==> src/rtl/btn_pkg.sv <==
// Shared types and constants for the push-button conditioning path.
package btn_pkg;

  typedef enum logic [1:0] {
    REL        = 2'd0,
    PRESS_WAIT = 2'd1,
    PRS        = 2'd2,
    REL_WAIT   = 2'd3
  } btn_state_t;

  localparam int unsigned BTN_REPEAT_FIRST_MUL = 16;
  localparam int unsigned BTN_REPEAT_NEXT_MUL  = 4;

endpackage

==> src/rtl/btn_debounce_ch.sv <==
// One button channel: 2-flop synchronizer, debounce FSM, optional auto-repeat.
// Auto-repeat is built only when BTN_AUTOREPEAT_EN is defined.
module btn_debounce_ch
  import btn_pkg::*;
#(
  parameter int unsigned DEBOUNCE_CYCLES = 1000000
) (
  input  logic clk,
  input  logic reset,
  input  logic btn_raw,
  output logic btn_level,
  output logic btn_pulse
);

  localparam int unsigned CntW = $clog2(DEBOUNCE_CYCLES + 1);
  localparam logic [CntW-1:0] CntLast = CntW'(DEBOUNCE_CYCLES - 1);

  logic sync_meta;
  logic sync;
  btn_state_t state_q;
  logic [CntW-1:0] cnt_q;

`ifdef BTN_AUTOREPEAT_EN
  localparam int unsigned RptFirst = BTN_REPEAT_FIRST_MUL * DEBOUNCE_CYCLES;
  localparam int unsigned RptNext  = BTN_REPEAT_NEXT_MUL * DEBOUNCE_CYCLES;
  localparam int unsigned RptW     = $clog2(RptFirst);
  logic [RptW-1:0] rpt_q;
  logic            rpt_armed_q;
  logic [RptW-1:0] rpt_last;
  // Terminal count: long delay before the first repeat, shorter afterwards.
  assign rpt_last = rpt_armed_q ? RptW'(RptNext - 1) : RptW'(RptFirst - 1);
`endif

  always_ff @(posedge clk or negedge reset) begin
    if (!reset) begin
      sync_meta   <= 1'b0;
      sync        <= 1'b0;
      state_q     <= REL;
      cnt_q       <= '0;
      btn_level   <= 1'b0;
      btn_pulse   <= 1'b0;
`ifdef BTN_AUTOREPEAT_EN
      rpt_q       <= '0;
      rpt_armed_q <= 1'b0;
`endif
    end else begin
      sync_meta <= btn_raw;
      sync      <= sync_meta;
      btn_pulse <= 1'b0;
      case (state_q)
        REL: begin
`ifdef BTN_AUTOREPEAT_EN
          rpt_q       <= '0;
          rpt_armed_q <= 1'b0;
`endif
          if (sync) begin
            state_q <= PRESS_WAIT;
            cnt_q   <= CntW'(1);
          end
        end
        PRESS_WAIT: begin
          if (!sync) begin
            state_q <= REL;
            cnt_q   <= '0;
          end else if (cnt_q == CntLast) begin
            state_q   <= PRS;
            cnt_q     <= '0;
            btn_level <= 1'b1;
            btn_pulse <= 1'b1;
          end else begin
            cnt_q <= cnt_q + CntW'(1);
          end
        end
        PRS: begin
          if (!sync) begin
            state_q <= REL_WAIT;
            cnt_q   <= CntW'(1);
          end else begin
`ifdef BTN_AUTOREPEAT_EN
            if (rpt_q == rpt_last) begin
              btn_pulse   <= 1'b1;
              rpt_q       <= '0;
              rpt_armed_q <= 1'b1;
            end else begin
              rpt_q <= rpt_q + RptW'(1);
            end
`endif
          end
        end
        REL_WAIT: begin
          // Repeat state is held here so a bounce on release does not restart it.
          if (sync) begin
            state_q <= PRS;
            cnt_q   <= '0;
          end else if (cnt_q == CntLast) begin
            state_q   <= REL;
            cnt_q     <= '0;
            btn_level <= 1'b0;
          end else begin
            cnt_q <= cnt_q + CntW'(1);
          end
        end
        default: begin
          state_q <= REL;
          cnt_q   <= '0;
        end
      endcase
    end
  end

endmodule

==> src/rtl/btn_conditioner.sv <==
// Debounced push-button front end with per-button sticky press flags.
// Define BTN_AUTOREPEAT_EN to enable held-button auto-repeat in each channel.
module btn_conditioner #(
  parameter int unsigned N_BTN           = 5,
  parameter int unsigned DEBOUNCE_CYCLES = 1000000
) (
  input  logic             clk,
  input  logic             reset,
  input  logic [N_BTN-1:0] btn_raw,
  input  logic             press_clr,
  input  logic [N_BTN-1:0] press_clr_mask,
  output logic [N_BTN-1:0] btn_level,
  output logic [N_BTN-1:0] btn_pulse,
  output logic [N_BTN-1:0] btn_press
);

  logic [N_BTN-1:0] press_q;
  logic [N_BTN-1:0] press_d;

  for (genvar g = 0; g < N_BTN; g++) begin : g_ch
    btn_debounce_ch #(
      .DEBOUNCE_CYCLES(DEBOUNCE_CYCLES)
    ) u_ch (
      .clk      (clk),
      .reset    (reset),
      .btn_raw  (btn_raw[g]),
      .btn_level(btn_level[g]),
      .btn_pulse(btn_pulse[g])
    );
  end

  // A pulse landing in the same cycle as a clear keeps the flag set.
  always_comb begin
    press_d = (press_q & ~({N_BTN{press_clr}} & press_clr_mask)) | btn_pulse;
  end

  always_ff @(posedge clk or negedge reset) begin
    if (!reset) begin
      press_q <= '0;
    end else begin
      press_q <= press_d;
    end
  end

  assign btn_press = press_q;

endmodule

==> config.mk <==
export PLATFORM = sky130hd
export DESIGN_NAME = btn_conditioner
export DESIGN_NICKNAME = d
export VERILOG_FILES = /design/src/rtl/btn_pkg.sv /design/src/rtl/btn_debounce_ch.sv /design/src/rtl/btn_conditioner.sv
export SDC_FILE = /design/constraint.sdc
export NUM_CORES = 1
export LEC_CHECK = 0
export BUFFER_PORTS_ARGS = -buffer_cell sky130_fd_sc_hd__buf_4
export CAP_MARGIN = 20
export CORE_MARGIN = 3
export CORE_UTILIZATION = 60
export CTS_CLUSTER_SIZE = 8
export DETAILED_ROUTE_END_ITERATION = 6
export PLACE_DENSITY = 0.79
export SYNTH_ARGS = -nofsm -noshare
export SYNTH_HDL_FRONTEND = slang
export SYNTH_HIERARCHICAL = 1
export SYNTH_SLANG_ARGS = --single-unit
==> constraint.sdc <==
create_clock -name clk -period 2.2 [get_ports clk]
set_clock_uncertainty 0.15 [all_clocks]
set_input_delay 0.33 -clock clk [delete_from_list [all_inputs] [get_ports clk]]
set_output_delay 0.33 -clock clk [all_outputs]
set_load 0.02 [all_outputs]
==> flow_metrics.env <==
export IMPL_synth_top_area_share_pct=45.45
export IMPL_arrival_ns=2.27
export IMPL_io_buffers=27
export IMPL_antenna_found_initial=0
export IMPL_initial_core_util_pct=61.62
export IMPL_clock_latency_ns=0.42
export IMPL_io_pins=28
export IMPL_clk_pin_slew_ns=0.06
export IMPL_fin_crit_ns=2.104
export IMPL_min_to="btn_press[2]"
export IMPL_syn_area_per_cell_um2=9.627
export IMPL_root_buffer="clkbuf_16"
export IMPL_grt_pass1_wl_um=28900
export IMPL_synth_edff_count=0
export IMPL_r2r_start="g_ch[1].u_ch/cnt_q[1]"
export IMPL_vias=6290
export IMPL_cts_sinks=135
export IMPL_hold_viol_final=0
export IMPL_finalWeightedCongestion=0.9000
export IMPL_core_um2=12060
export IMPL_slew_violations=0
export IMPL_max_freq_ghz=0.4754
export IMPL_synth_ff_latch_count=135
export IMPL_synth_flop_cell="dfrtp_1"
export IMPL_drt_initial_drc_count=639
export IMPL_status="finished, final reports clean"
export IMPL_postRouteAntennaNets=0
export IMPL_p_per_area_nw_per_um2=948.4
export IMPL_synthesis_instances=772
export IMPL_drive_gt1_share_pct=20.19
export IMPL_crit_fanout=6
export IMPL_synthTopCellsByCount="135 x dfrtp_1, 87 x nand2_1, 60 x o21ai_0"
export IMPL_leakage_nw=3.772
export IMPL_drv_cap=0
export IMPL_ir_drop_mv=0.6362
export IMPL_rsz0062_at_grt="false"
export IMPL_setup_viol=0
export IMPL_r2r_slack_ns=0.1
export IMPL_hold_slack_ns=0.04779
export IMPL_finalNetCount=837
export IMPL_fp_dieW_um=117.3
export IMPL_relSlewSlack_pct=50.94
export IMPL_rows=40
export IMPL_ys_warn_count=6
export IMPL_die_h_um=117.3
export IMPL_synthesis_area_um2=7432
export IMPL_whs_path_depth=3
export IMPL_grt_usage_pct=26.47
export IMPL_ys_types=63
export IMPL_ys_seq_area_share_pct=45.45
export IMPL_dieArea_um2=13760
export IMPL_antenna_cells=0
export IMPL_synth_area_leaders="dfrtp_1 45%, nand2_1 4.4%, o21ai_0 4.0%, a21oi_1 3.6%, nand3_1 3.0%"
export IMPL_async_flop_share_pct=100.0
export IMPL_yosys_area_top_type="dfrtp_1"
export IMPL_tightestPinTransition_ns=0.7332
export IMPL_routed_wl_um=17150
export IMPL_gr_total_overflow=0
export IMPL_worstHoldPathType="primary input to flop"
export IMPL_firstDrtPassIters=5
export IMPL_critical_path_class="flop to flop"
export IMPL_dp_final_hpwl_um=11530
export IMPL_htree_num_levels=4
export IMPL_crit_path_start_kind="flop"
export IMPL_cts_tree="yes"
export IMPL_wl_per_cell_um=17.15
export IMPL_rr_endpoint="g_ch[1].u_ch/cnt_q[14]"
export IMPL_grt_max_degree=79
export IMPL_syn_to_final_growth_pct=15.02
export IMPL_fin_crit_sh_pct=95.62
export IMPL_cts_made_buffers=17
export IMPL_power_mw=8.107
export IMPL_drc=0
export IMPL_cp_end_kind="flop"
export IMPL_r2r_cells=7
export IMPL_grt_pass1_vias=6100
export IMPL_syn_num_nets=790
export IMPL_clockBufferDepth=2
export IMPL_yosysMostFrequentCell="dfrtp_1"
export IMPL_hold_start="press_clr_mask[2]"
export IMPL_crit_required_ns=2.36
export IMPL_via_per_inst=6.290
timing repair:
item | CTS | global route
setup endpoints to repair | 5 | 16
hold endpoints to repair | 32 | 0
pin swaps | 0 | 4
hold buffers | 6 | 0
buffers inserted | 0 | 4
gates resized for setup | 2 | 5
gates cloned | 0 | 0
report_power, final:
| part | switching [mW] | internal (mW) |
|---|---|---|
| sequential | 0.317 | 2.70 |
| clock | 1.16 | 1.62 |
| combinational | 1.44 | 0.871 |
final cells by class:
type	instances	area, µm²
Multi-Input combinational cell	574	3757
Fill cell	875	3513
Sequential cell	135	3378
Timing Repair Buffer	67	534.3
Clock buffer	18	439.2
Tap cell	168	210.2
Clock inverter	14	138.9
Inverter	24	90.09
how the worst max path moves through the flow:
stage,start,slack (ns),cells past startpoint,to
6_report,g_ch[1].u_ch/cnt_q[1],0.1,7,g_ch[1].u_ch/cnt_q[14]
3_3_place_gp,g_ch[2].u_ch/cnt_q[0],0.08,6,g_ch[2].u_ch/cnt_q[16]
2_1_floorplan,g_ch[0].u_ch/cnt_q[0],0.20,7,flop
5_1_grt,g_ch[1].u_ch/cnt_q[1],0.003,7,g_ch[1].u_ch/cnt_q[14]
3_5_place_dp,g_ch[2].u_ch/cnt_q[0],-0.08,6,g_ch[2].u_ch/cnt_q[17]
4_1_cts,g_ch[2].u_ch/cnt_q[0],0.05,7,g_ch[2].u_ch/cnt_q[14]
layer usage:
layer	wire (µm)	global-route usage [%]	vias to the layer above
met5	0	0	-
met4	235	8.792	0
met3	783	6.735	25
met2	8472	42.68	208
met1	7659	35.04	3096
li1	-	-	2961
cells in the final DEF, fill, tap and decap left out, types with 5 or more instances in the layout:
cell,n
nor3_1,5
xnor2_1,12
or3_1,18
a31oi_1,33
xor2_1,8
o22ai_1,5
or4_4,5
nor4_1,11
inv_1,24
o211ai_1,7
a21oi_1,54
nand3b_1,6
nand4_1,18
nor4_4,8
o2111ai_1,5
inv_6,6
a41oi_1,8
nor3b_1,8
clkbuf_16,17
nor2_1,40
dfrtp_1,135
nand2b_1,9
nand2_1,87
o21ai_0,60
buf_4,59
or4_1,5
nand3_1,45
and3_1,9
nand2_2,8
a21o_1,10
dlygate4sd3_1,6
registers in the layout, summed over array words and instances (netlist names), named ones only:
signal,count
g_ch.u_ch/sync_meta,5
g_ch.u_ch/state_q,5
g_ch.u_ch/btn_level,5
g_ch.u_ch/sync,5
g_ch.u_ch/cnt_q,100
btn_press,5
g_ch.u_ch/btn_pulse,5
cell families after synthesis:
group / Yosys count / share of synthesized area [%]
and+or+nand+nor: 322 / 26.80
AOI/OAI and AO/OA: 221 / 18.96
DFF: 135 / 45.45
buffers and inverters: 63 / 4.512
xor gates and xnor gates: 21 / 2.475
muxes: 5 / 0.9596
adders and majority gates: 5 / 0.8418
through the flow:
step | utilization [%] | setup TNS, ns | area (µm²) | worst slack (ns) | instances
2_1_floorplan | - | 0 | 7432 | 0.1956 | 772
3_3_place_gp | 65.01 | 0 | 7841 | 0.07965 | 958
3_5_place_dp | 65.01 | -0.1566 | 7841 | -0.08206 | 958
4_1_cts | 70.43 | 0 | 8494 | 0.05459 | 996
5_1_grt | 70.87 | 0 | 8548 | 0.002748 | 1000
6_report | 70.87 | 0 | 8548 | 0.09632 | 1000
worst max-delay path, stage by stage (launching register included):
cell and delay, ns:
dfrtp_1 0.39, ha_2 0.23, nand3_4 0.09, buf_4 0.17, or4_4 0.56, nor2_1 0.11
o21ai_0 0.10, a21o_1 0.19
No activity file was read; power rests on OpenSTA's default activity.
